File: src/rtl/mem_link_arbiter.sv
// mem_link_arbiter
// Shares the single serial memory link between the I-cache and the D-cache.
// Level-held cache requests are arbitrated round-robin and issued over a
// valid/ready request port. Read ownership is tracked in issue order so
// returning read data goes back to the right cache. Completions are returned
// as one-cycle pulses.
module mem_link_arbiter #(
    parameter int ADDR_WIDTH = 32,
    parameter int DATA_WIDTH = 32
) (
    input  logic                  clk,
    input  logic                  rst,
    // instruction cache side
    input  logic                  icache_read,
    input  logic [ADDR_WIDTH-1:0] icache_addr,
    output logic                  icache_valid,
    output logic [DATA_WIDTH-1:0] icache_inst,
    // data cache side
    input  logic [1:0]            dcache_rw_flag,
    input  logic [ADDR_WIDTH-1:0] dcache_addr,
    input  logic [DATA_WIDTH-1:0] dcache_write_data,
    input  logic [3:0]            dcache_write_mask,
    output logic                  dcache_read_valid,
    output logic [DATA_WIDTH-1:0] dcache_read_data,
    output logic                  dcache_write_valid,
    // link controller request port
    output logic                  link_req_valid,
    input  logic                  link_req_ready,
    output logic                  link_req_write,
    output logic [ADDR_WIDTH-1:0] link_req_addr,
    output logic [DATA_WIDTH-1:0] link_req_wdata,
    output logic [3:0]            link_req_mask,
    // link controller responses
    input  logic                  link_rd_valid,
    input  logic [DATA_WIDTH-1:0] link_rd_data,
    input  logic                  link_wr_done,
    output logic                  err_unexpected
);

    // Requester lifecycle. HOLD is the cycle right after the completion
    // pulse; the cache may still be holding its request then, so it must
    // not be treated as a new one.
    typedef enum logic [1:0] {
        REQ_IDLE = 2'd0,
        REQ_WAIT = 2'd1,
        REQ_HOLD = 2'd2
    } req_state_e;

    typedef enum logic {
        ARB_FREE = 1'b0,
        ARB_REQ  = 1'b1
    } arb_state_e;

    localparam logic OWNER_I = 1'b0;
    localparam logic OWNER_D = 1'b1;

    // requester state
    req_state_e i_state_q, i_state_d;
    req_state_e d_state_q, d_state_d;
    logic       d_wr_q, d_wr_d;           // D's outstanding request is a write

    // arbiter and registered request fields
    arb_state_e            arb_state_q, arb_state_d;
    logic                  rr_last_q, rr_last_d;
    logic                  link_owner_q, link_owner_d;
    logic                  link_req_valid_q, link_req_valid_d;
    logic                  link_req_write_q, link_req_write_d;
    logic [ADDR_WIDTH-1:0] link_req_addr_q, link_req_addr_d;
    logic [DATA_WIDTH-1:0] link_req_wdata_q, link_req_wdata_d;
    logic [3:0]            link_req_mask_q, link_req_mask_d;

    // read owner FIFO (2 x 1 bit)
    logic [1:0] fifo_mem_q, fifo_mem_d;
    logic       fifo_wr_ptr_q, fifo_wr_ptr_d;
    logic       fifo_rd_ptr_q, fifo_rd_ptr_d;
    logic [1:0] fifo_cnt_q, fifo_cnt_d;

    // completion outputs
    logic                  icache_valid_q, icache_valid_d;
    logic [DATA_WIDTH-1:0] icache_inst_q, icache_inst_d;
    logic                  dcache_read_valid_q, dcache_read_valid_d;
    logic [DATA_WIDTH-1:0] dcache_read_data_q, dcache_read_data_d;
    logic                  dcache_write_valid_q, dcache_write_valid_d;
    logic                  err_q, err_d;

    // decoded conditions
    logic i_elig, d_elig, d_is_write;
    logic grant_i, grant_d;
    logic link_fire, fifo_push, fifo_pop, rd_owner, wr_ok;

    assign i_elig     = (i_state_q == REQ_IDLE) && icache_read;
    assign d_elig     = (d_state_q == REQ_IDLE) && (dcache_rw_flag != 2'b00);
    // 2'b11 counts as a read, so only 2'b01 is a store
    assign d_is_write = (dcache_rw_flag == 2'b01);

    // D wins when it is the only one asking, or when I was granted last.
    assign grant_d = (arb_state_q == ARB_FREE) && d_elig &&
                     (!i_elig || (rr_last_q == OWNER_I));
    assign grant_i = (arb_state_q == ARB_FREE) && i_elig && !grant_d;

    assign link_fire = link_req_valid_q && link_req_ready;
    assign fifo_push = link_fire && !link_req_write_q;
    assign fifo_pop  = link_rd_valid && (fifo_cnt_q != 2'd0);
    assign rd_owner  = fifo_mem_q[fifo_rd_ptr_q];
    assign wr_ok     = link_wr_done && (d_state_q == REQ_WAIT) && d_wr_q;

    // Arbiter next state: register the winner's fields, hold them until accepted.
    always_comb begin
        arb_state_d      = arb_state_q;
        rr_last_d        = rr_last_q;
        link_owner_d     = link_owner_q;
        link_req_valid_d = link_req_valid_q;
        link_req_write_d = link_req_write_q;
        link_req_addr_d  = link_req_addr_q;
        link_req_wdata_d = link_req_wdata_q;
        link_req_mask_d  = link_req_mask_q;
        case (arb_state_q)
            ARB_FREE: begin
                if (grant_d) begin
                    arb_state_d      = ARB_REQ;
                    rr_last_d        = OWNER_D;
                    link_owner_d     = OWNER_D;
                    link_req_valid_d = 1'b1;
                    link_req_write_d = d_is_write;
                    link_req_addr_d  = dcache_addr;
                    link_req_wdata_d = d_is_write ? dcache_write_data : '0;
                    link_req_mask_d  = d_is_write ? dcache_write_mask : 4'b0000;
                end else if (grant_i) begin
                    arb_state_d      = ARB_REQ;
                    rr_last_d        = OWNER_I;
                    link_owner_d     = OWNER_I;
                    link_req_valid_d = 1'b1;
                    link_req_write_d = 1'b0;
                    link_req_addr_d  = icache_addr;
                    link_req_wdata_d = '0;
                    link_req_mask_d  = 4'b0000;
                end
            end
            ARB_REQ: begin
                if (link_fire) begin
                    link_req_valid_d = 1'b0;
                    arb_state_d      = ARB_FREE;
                end
            end
        endcase
    end

    // Arbiter state and request field registers.
    always_ff @(posedge clk or posedge rst) begin
        if (rst) begin
            arb_state_q      <= ARB_FREE;
            rr_last_q        <= OWNER_D;
            link_owner_q     <= OWNER_I;
            link_req_valid_q <= 1'b0;
            link_req_write_q <= 1'b0;
            link_req_addr_q  <= '0;
            link_req_wdata_q <= '0;
            link_req_mask_q  <= 4'b0000;
        end else begin
            arb_state_q      <= arb_state_d;
            rr_last_q        <= rr_last_d;
            link_owner_q     <= link_owner_d;
            link_req_valid_q <= link_req_valid_d;
            link_req_write_q <= link_req_write_d;
            link_req_addr_q  <= link_req_addr_d;
            link_req_wdata_q <= link_req_wdata_d;
            link_req_mask_q  <= link_req_mask_d;
        end
    end

    // Owner FIFO: accepted reads push their owner, read responses pop it.
    always_comb begin
        fifo_mem_d    = fifo_mem_q;
        fifo_wr_ptr_d = fifo_wr_ptr_q;
        fifo_rd_ptr_d = fifo_rd_ptr_q;
        if (fifo_push) begin
            fifo_mem_d[fifo_wr_ptr_q] = link_owner_q;
            fifo_wr_ptr_d             = ~fifo_wr_ptr_q;
        end
        if (fifo_pop) begin
            fifo_rd_ptr_d = ~fifo_rd_ptr_q;
        end
        fifo_cnt_d = fifo_cnt_q + {1'b0, fifo_push} - {1'b0, fifo_pop};
    end

    // Owner FIFO registers.
    always_ff @(posedge clk or posedge rst) begin
        if (rst) begin
            fifo_mem_q    <= 2'b00;
            fifo_wr_ptr_q <= 1'b0;
            fifo_rd_ptr_q <= 1'b0;
            fifo_cnt_q    <= 2'd0;
        end else begin
            fifo_mem_q    <= fifo_mem_d;
            fifo_wr_ptr_q <= fifo_wr_ptr_d;
            fifo_rd_ptr_q <= fifo_rd_ptr_d;
            fifo_cnt_q    <= fifo_cnt_d;
        end
    end

    // Response routing: register data, pulse the owner, flag orphan responses.
    always_comb begin
        icache_valid_d       = 1'b0;
        dcache_read_valid_d  = 1'b0;
        dcache_write_valid_d = wr_ok;
        icache_inst_d        = icache_inst_q;
        dcache_read_data_d   = dcache_read_data_q;
        err_d                = err_q;
        if (fifo_pop) begin
            if (rd_owner == OWNER_D) begin
                dcache_read_valid_d = 1'b1;
                dcache_read_data_d  = link_rd_data;
            end else begin
                icache_valid_d = 1'b1;
                icache_inst_d  = link_rd_data;
            end
        end
        if ((link_rd_valid && !fifo_pop) || (link_wr_done && !wr_ok)) begin
            err_d = 1'b1;
        end
    end

    // Completion and error registers.
    always_ff @(posedge clk or posedge rst) begin
        if (rst) begin
            icache_valid_q       <= 1'b0;
            icache_inst_q        <= '0;
            dcache_read_valid_q  <= 1'b0;
            dcache_read_data_q   <= '0;
            dcache_write_valid_q <= 1'b0;
            err_q                <= 1'b0;
        end else begin
            icache_valid_q       <= icache_valid_d;
            icache_inst_q        <= icache_inst_d;
            dcache_read_valid_q  <= dcache_read_valid_d;
            dcache_read_data_q   <= dcache_read_data_d;
            dcache_write_valid_q <= dcache_write_valid_d;
            err_q                <= err_d;
        end
    end

    // Requester lifecycles. WAIT holds through the pulse cycle, HOLD follows
    // it for one cycle, so a requester is IDLE two cycles after its pulse.
    always_comb begin
        i_state_d = i_state_q;
        d_state_d = d_state_q;
        d_wr_d    = d_wr_q;
        case (i_state_q)
            REQ_IDLE: if (grant_i) i_state_d = REQ_WAIT;
            REQ_WAIT: if (icache_valid_q) i_state_d = REQ_HOLD;
            REQ_HOLD: i_state_d = REQ_IDLE;
            default:  i_state_d = REQ_IDLE;
        endcase
        case (d_state_q)
            REQ_IDLE: if (grant_d) d_state_d = REQ_WAIT;
            REQ_WAIT: if (dcache_read_valid_q || dcache_write_valid_q) d_state_d = REQ_HOLD;
            REQ_HOLD: d_state_d = REQ_IDLE;
            default:  d_state_d = REQ_IDLE;
        endcase
        // the write marker clears on its completion so a repeated
        // wr_done during the pulse cycle is seen as unexpected
        if (grant_d) begin
            d_wr_d = d_is_write;
        end else if (wr_ok) begin
            d_wr_d = 1'b0;
        end
    end

    // Requester state registers.
    always_ff @(posedge clk or posedge rst) begin
        if (rst) begin
            i_state_q <= REQ_IDLE;
            d_state_q <= REQ_IDLE;
            d_wr_q    <= 1'b0;
        end else begin
            i_state_q <= i_state_d;
            d_state_q <= d_state_d;
            d_wr_q    <= d_wr_d;
        end
    end

    assign icache_valid       = icache_valid_q;
    assign icache_inst        = icache_inst_q;
    assign dcache_read_valid  = dcache_read_valid_q;
    assign dcache_read_data   = dcache_read_data_q;
    assign dcache_write_valid = dcache_write_valid_q;
    assign link_req_valid     = link_req_valid_q;
    assign link_req_write     = link_req_write_q;
    assign link_req_addr      = link_req_addr_q;
    assign link_req_wdata     = link_req_wdata_q;
    assign link_req_mask      = link_req_mask_q;
    assign err_unexpected     = err_q;

endmodule

File: config.mk
export PLATFORM = sky130hd
export DESIGN_NAME = mem_link_arbiter
export DESIGN_NICKNAME = d
export VERILOG_FILES = /design/src/rtl/mem_link_arbiter.sv
export SDC_FILE = /design/constraint.sdc
export NUM_CORES = 1
export LEC_CHECK = 0
export ABC_CLOCK_PERIOD_IN_PS = 8060
export BUFFER_PORTS_ARGS = -buffer_cell sky130_fd_sc_hd__buf_2
export CORE_MARGIN = 4
export CORE_UTILIZATION = 40
export CTS_CLUSTER_SIZE = 8
export DETAILED_ROUTE_END_ITERATION = 10
export HOLD_SLACK_MARGIN = 0.05
export PLACE_DENSITY = 0.68
export SETUP_SLACK_MARGIN = 0.02
export SLEW_MARGIN = 20
export SYNTH_ARGS = -nofsm -noshare
export SYNTH_HDL_FRONTEND = slang
export SYNTH_SLANG_ARGS = --single-unit
File: constraint.sdc
create_clock -name clk -period 8.06 [get_ports clk]
set_clock_uncertainty 0.15 [all_clocks]
set_input_delay 1.209 -clock clk [delete_from_list [all_inputs] [get_ports clk]]
set_output_delay 1.209 -clock clk [all_outputs]
set_load 0.02 [all_outputs]
; ---- Yosys cells after proc, flatten, opt, wreduce, memory -nomap -nowiden
; Cells that the tools add are included.
[totals]
mem_bits_ro = 0
latchBits = 0
mem_count = 0
mem_bits_rw = 0
regBits = 152
wordCells = 110
out_inout_bits = 138
[op_classes]
div_mod_pow = 0
n_mux = 36
n_addsub = 2
reduce_logical = 34
bitwise = 5
multipliers = 0
n_shift = 0
magnitude_cmp = 3
eq_ne = 9
[op_table]
columns = op, n
row1 = two-way mux 32 bit, 5
row2 = two-way mux 1 bit, 18
row3 = logical AND 1 bit, 14
row4 = two-way mux 4 bit, 3
row5 = AND reduction 2 bit, 6
row6 = two-way mux 2 bit, 4
row7 = one-hot mux 2 bit (2 select lines), 2
row8 = nonzero test 2 bit, 4
row9 = "equality test 2 x 1 -> 1 bit, second input constant", 3
row10 = "inequality test 2 bit, second input constant", 3
row11 = logical NOT 1 bit, 5
row12 = inverter 1 bit, 5
row13 = logical NOT 2 bit, 2
row14 = "less-than comparator 1 x 2 -> 1 bit, second input constant", 2
row15 = "inequality test 2 x 1 -> 1 bit, second input constant", 2
row16 = one-hot mux 1 bit (2 select lines), 2
row17 = logical OR 1 bit, 3
row18 = "inequality test 3 bit, second input constant", 1
row19 = adder 2 x 1 -> 2 bit, 1
row20 = bitwise mux 2 bit, 1
row21 = subtractor 2 x 1 -> 2 bit, 1
row22 = demux 1 bit (select 1 bit), 1
row23 = ">= comparator 1 bit, second input constant", 1

; ---- Longest topological paths before layout
[depth]
ltp_word = 10
ltp_mapped = 7
depth_no_buf = 7

; ---- Worst setup path after synthesis
; Ideal clock, no wire load.
[synth_timing]
path_type = input to register
from = in icache_read
to = reg link_req_addr_q[10] (netlist: link_req_addr[10])
t_arrival_ns = 2.294
path_stages = 5
slack_ns = 5.505
cell_sequence = or4b_1 -> o31a_1 -> buf_6 -> buf_6 -> a222oi_1
[synth_via]
elab_chain_len = 8
[synth_rtl]
columns = element, line_no
row1 = start: declaration, 14  ; input logic icache_read,
row2 = logical AND 1 bit (*), 91  ; assign i_elig = (i_state_q == REQ_IDLE) && icache_read;
row3 = logical NOT 1 bit, 98  ; (!i_elig || (rr_last_q == OWNER_I));
row4 = logical OR 1 bit, 98
row5 = logical AND 1 bit, 97  ; assign grant_d = (arb_state_q == ARB_FREE) && d_elig &&
row6 = logical NOT 1 bit, 99  ; assign grant_i = (arb_state_q == ARB_FREE) && i_elig && !grant_d;
row7 = logical AND 1 bit, 99
row8 = nonzero test 2 bit (no source line), --
row9 = AND reduction 2 bit (no source line), --
row10 = end signal: assignment, 165  ; link_req_addr_q <= link_req_addr_d;
row11 = end: declaration, 68  ; logic [ADDR_WIDTH-1:0] link_req_addr_q, link_req_addr_d;
; Mark *: on every way between the ends. The rest lies on a longest branch, timed or not.
; A chain may end at the register's enable or synchronous reset.

; ---- Worst setup path after layout
[layout_timing]
from = in dcache_rw_flag[0]
to = reg link_req_addr_q[9] (netlist: link_req_addr[9])
[layout_via]
elab_chain_len = 8
[layout_rtl]
columns = element, line_no
row1 = start: declaration, 19  ; input logic [1:0] dcache_rw_flag,
row2 = nonzero test 2 bit (*), 92  ; assign d_elig = (d_state_q == REQ_IDLE) && (dcache_rw_flag != 2'b00);
row3 = logical AND 1 bit (*), 92
row4 = logical AND 1 bit (*) (2 in a row), 97
row5 = logical NOT 1 bit, 99
row6 = logical AND 1 bit, 99
row7 = nonzero test 2 bit (no source line), --
row8 = AND reduction 2 bit (no source line), --
; Marked as above.

==> results.cfg <==
[clock_network]
cts_buffers = 17
ctsResizeCount = 0
cts_buffer_depth = 2
clkLatencyLatePin_ns = 0.41
post-cts-setup-buffers = 0
h-tree-depth = 4
cts.clk_slew.worst_paths_ns = 0.06
tritoncts = done
cts.sinks = 152
ctsRootBufferMaster = clkbuf_16
ctsHoldBuffers = 0

[sta]
holdWs_ns = 0.3321
slew_viol_final = 0
setup_viol = 0
hold_viol_final = 0
rsz0062_at_grt = false
finalCriticalPeriod_ns = 2.670
fmax_ghz = 0.3745
slew_headroom_pct = 35.37
tns_ns = 0
worst_pin_slew_ns = 0.9694
fin_crit_sh_pct = 33.13

[synthesis]
synth_compound_area_share_pct = 12.51
synthFlopType = dfrtp_1
async_reset_ff_share_pct = 100.0
synth_xor_xnor_area_share_pct = 0.5771
yosys_warnings = 0
yosys.area_share.simple_pct = 2.432
yosys.area.top_type = dfrtp_1
synthMuxAreaShare_pct = 12.59
synth_area_leaders = dfrtp_1, mux2_2, inv_1, a32o_1, a222oi_1
yosys.area.top_type_share_pct = 62.24
synth_edf_count = 0
synthAdderAreaFrac_pct = 0.4122
ys_seq_area_share_pct = 62.68
netlist_area_um2 = 6071
synthesis.nets = 603
yosys_register_bits = 152
synthCells = 461
syn_area_per_cell_um2 = 13.17
yosys.cell_types.count = 30
synth_top_family_by_area = multiplexers

[placement]
placed_cells = 900
place.gp.congestion = 0.8133
dpl.hpwl_um = 11650
placed_cell_area_um2 = 7596
io_buffers = 277

[worst_setup_path]
cp-end-kind = flop
slowest_stage = buf_4
critPathMaxFanout = 68
crit_chain = buf_2, nor2_1, o31a_2, buf_4, a222oi_1
crit_type = primary input to flop
worstSetupStartpointType = primary input
crit_required_ns = 8.14
slowest_delay_ns = 0.57
worstPathArrival_ns = 2.75

[floorplanning]
die_w_um = 131.2
io_pins = 278
fp.coreArea_um2 = 14700
std_cell_rows = 44
die_area_um2 = 17210
start_util_pct = 41.30
die_y_um = 131.2

[drt]
wl_met3_um = 1379
wl_met1_um = 6160
via_per_inst = 5.070
detail_route.wl_per_cell_um = 17.16
routed-via-count = 4725
routed_wirelength_um = 15990
first_pass_iters = 7
wl_met2_um = 8153
top_layer = met4
antenna_left = 0
drt_iter0_drc = 332
remaining_drc_errors = 0

[layout]
drive_gt1_share_pct = 52.01
fillers = 1299
final_nets = 877
fin_area_um2 = 8234
antenna_cells = 0
instances_no_fill = 932
area_growth_pct = 35.63

[grt]
grtUsageTotal_pct = 18.31
grt.overflow.total = 0
grt_max_degree = 80
grt_pass1_wl_um = 25610
grt_pass1_vias = 4996
grt_antenna_before_repair = 0

[power]
vdd.ir_drop.worst_mv = 0.2673
finalPower_mw = 3.649
leakagePower_nw = 4.446
power_density_nw_per_um2 = 443.1

[status]
status = complete, no violations

[hold_path]
min_path_type = flop to flop

[flow_run]
max_cap_violations = 0
[worst max-delay path: cells and delay by family]
kind                   cells  cell delay [ns]
AOI/OAI and AO/OA          2             0.51
buffers and inverters      2             0.67
and+or+nand+nor            1             0.32
[metrics by stage]
stage / utilization [%] / worst slack [ns]
detailed placement: 51.68 / 4.740
finish: 56.02 / 5.390
global placement: 51.68 / 4.887
CTS: 56.01 / 5.163
global route: 56.02 / 5.261
floorplan: - / 2.610
[per-layer routing]
| layer | up-vias | global-route usage [%] |
|---|---|---|
| met2 | 202 | 31.39 |
| met4 | 0 | 6.359 |
| met5 | - | 0 |
| met3 | 24 | 7.072 |
| met1 | 2331 | 21.09 |
| li1 | 2168 | - |
[final timing paths]
path	start	end	slack, ns	cells after the start
worst max-delay path	dcache_rw_flag[0]	link_req_addr[9]$_DFFE_PP0P_	5.39	5
worst min-delay path	icache_valid$_DFF_PP0_	i_state_q[0]$_DFFE_PP0P_	0.33	1
worst max register to register	d_state_q[0]$_DFFE_PP0P_	link_req_addr[9]$_DFFE_PP0P_	5.78	4
worst min register to register	icache_valid$_DFF_PP0_	i_state_q[0]$_DFFE_PP0P_	0.33	1
max in group asynchronous	rst	dcache_read_data[9]$_DFFE_PP0P_	5.58	3
min in group asynchronous	rst	link_req_wdata[16]$_DFFE_PP0P_	0.75	2
[layout make-up]
class,count,area (µm²),area share (%)
multi-input cells,178,1739,21.12
clock buffers,18,439.2,5.334
repair buffers,283,1431,17.38
well taps,184,230.2,2.796
clock inverters,14,197.7,2.401
inverters,103,391.6,4.756
flip-flops and latches,152,3805,46.21
[cells in the final DEF (no fill, tap or decap), types with 2 or more instances in the layout]
cell type	count
clkinvlp_4	4
bufinv_16	4
nor2b_1	2
inv_1	102
nor2_1	6
a21o_1	3
xnor2_1	4
ha_1	2
buf_2	277
inv_6	2
a222oi_1	32
a32o_1	36
dfrtp_1	151
o31a_2	2
clkbuf_16	17
buf_4	6
clkinv_2	2
clkinv_4	2
mux2_2	67
o21ai_0	2
nand2_1	7
[Yosys cell counts, types with 2 or more instances]
library cell	instances
clkbuf_1	14
o31a_1	2
dfrtp_1	151
o21ai_0	2
buf_2	10
a32o_1	36
a21o_1	3
mux2_2	67
xnor2_1	4
nor2b_1	3
nand2_1	7
inv_1	103
buf_6	4
nor2_1	7
a222oi_1	32
ha_1	2
[report_power, final]
part / internal [mW] / total, mW / switching (mW) / leakage [nW]
logic: 0.609 / 1.51 / 0.899 / 2.31
registers: 1.11 / 1.29 / 0.183 / 1.84
clock network: 0.529 / 0.845 / 0.316 / 0.300
total: 2.25 / 3.65 / 1.40 / 4.45
[cells by family (layout without fill, tap and decap cells)]
| family | count (synthesis) | in the layout |
|---|---|---|
| xor gates and xnor gates | 4 | 4 |
| buffers and inverters | 131 | 418 |
| muxes | 68 | 68 |
| AOI/OAI and AO/OA | 79 | 79 |
| adders and majority gates | 2 | 2 |
| DFF | 152 | 152 |
| and+or+nand+nor | 25 | 25 |
[sequential cells by signal, summed over array words and instances (netlist names), 2 cells and up]
signal and flops:
icache_inst 32, link_req_addr 32, fifo_mem_q 2, link_req_wdata 32
i_state_q 2, fifo_cnt_q 2, dcache_read_data 32, d_state_q 2
link_req_mask 4
No activity file was read; power rests on OpenSTA's default activity.
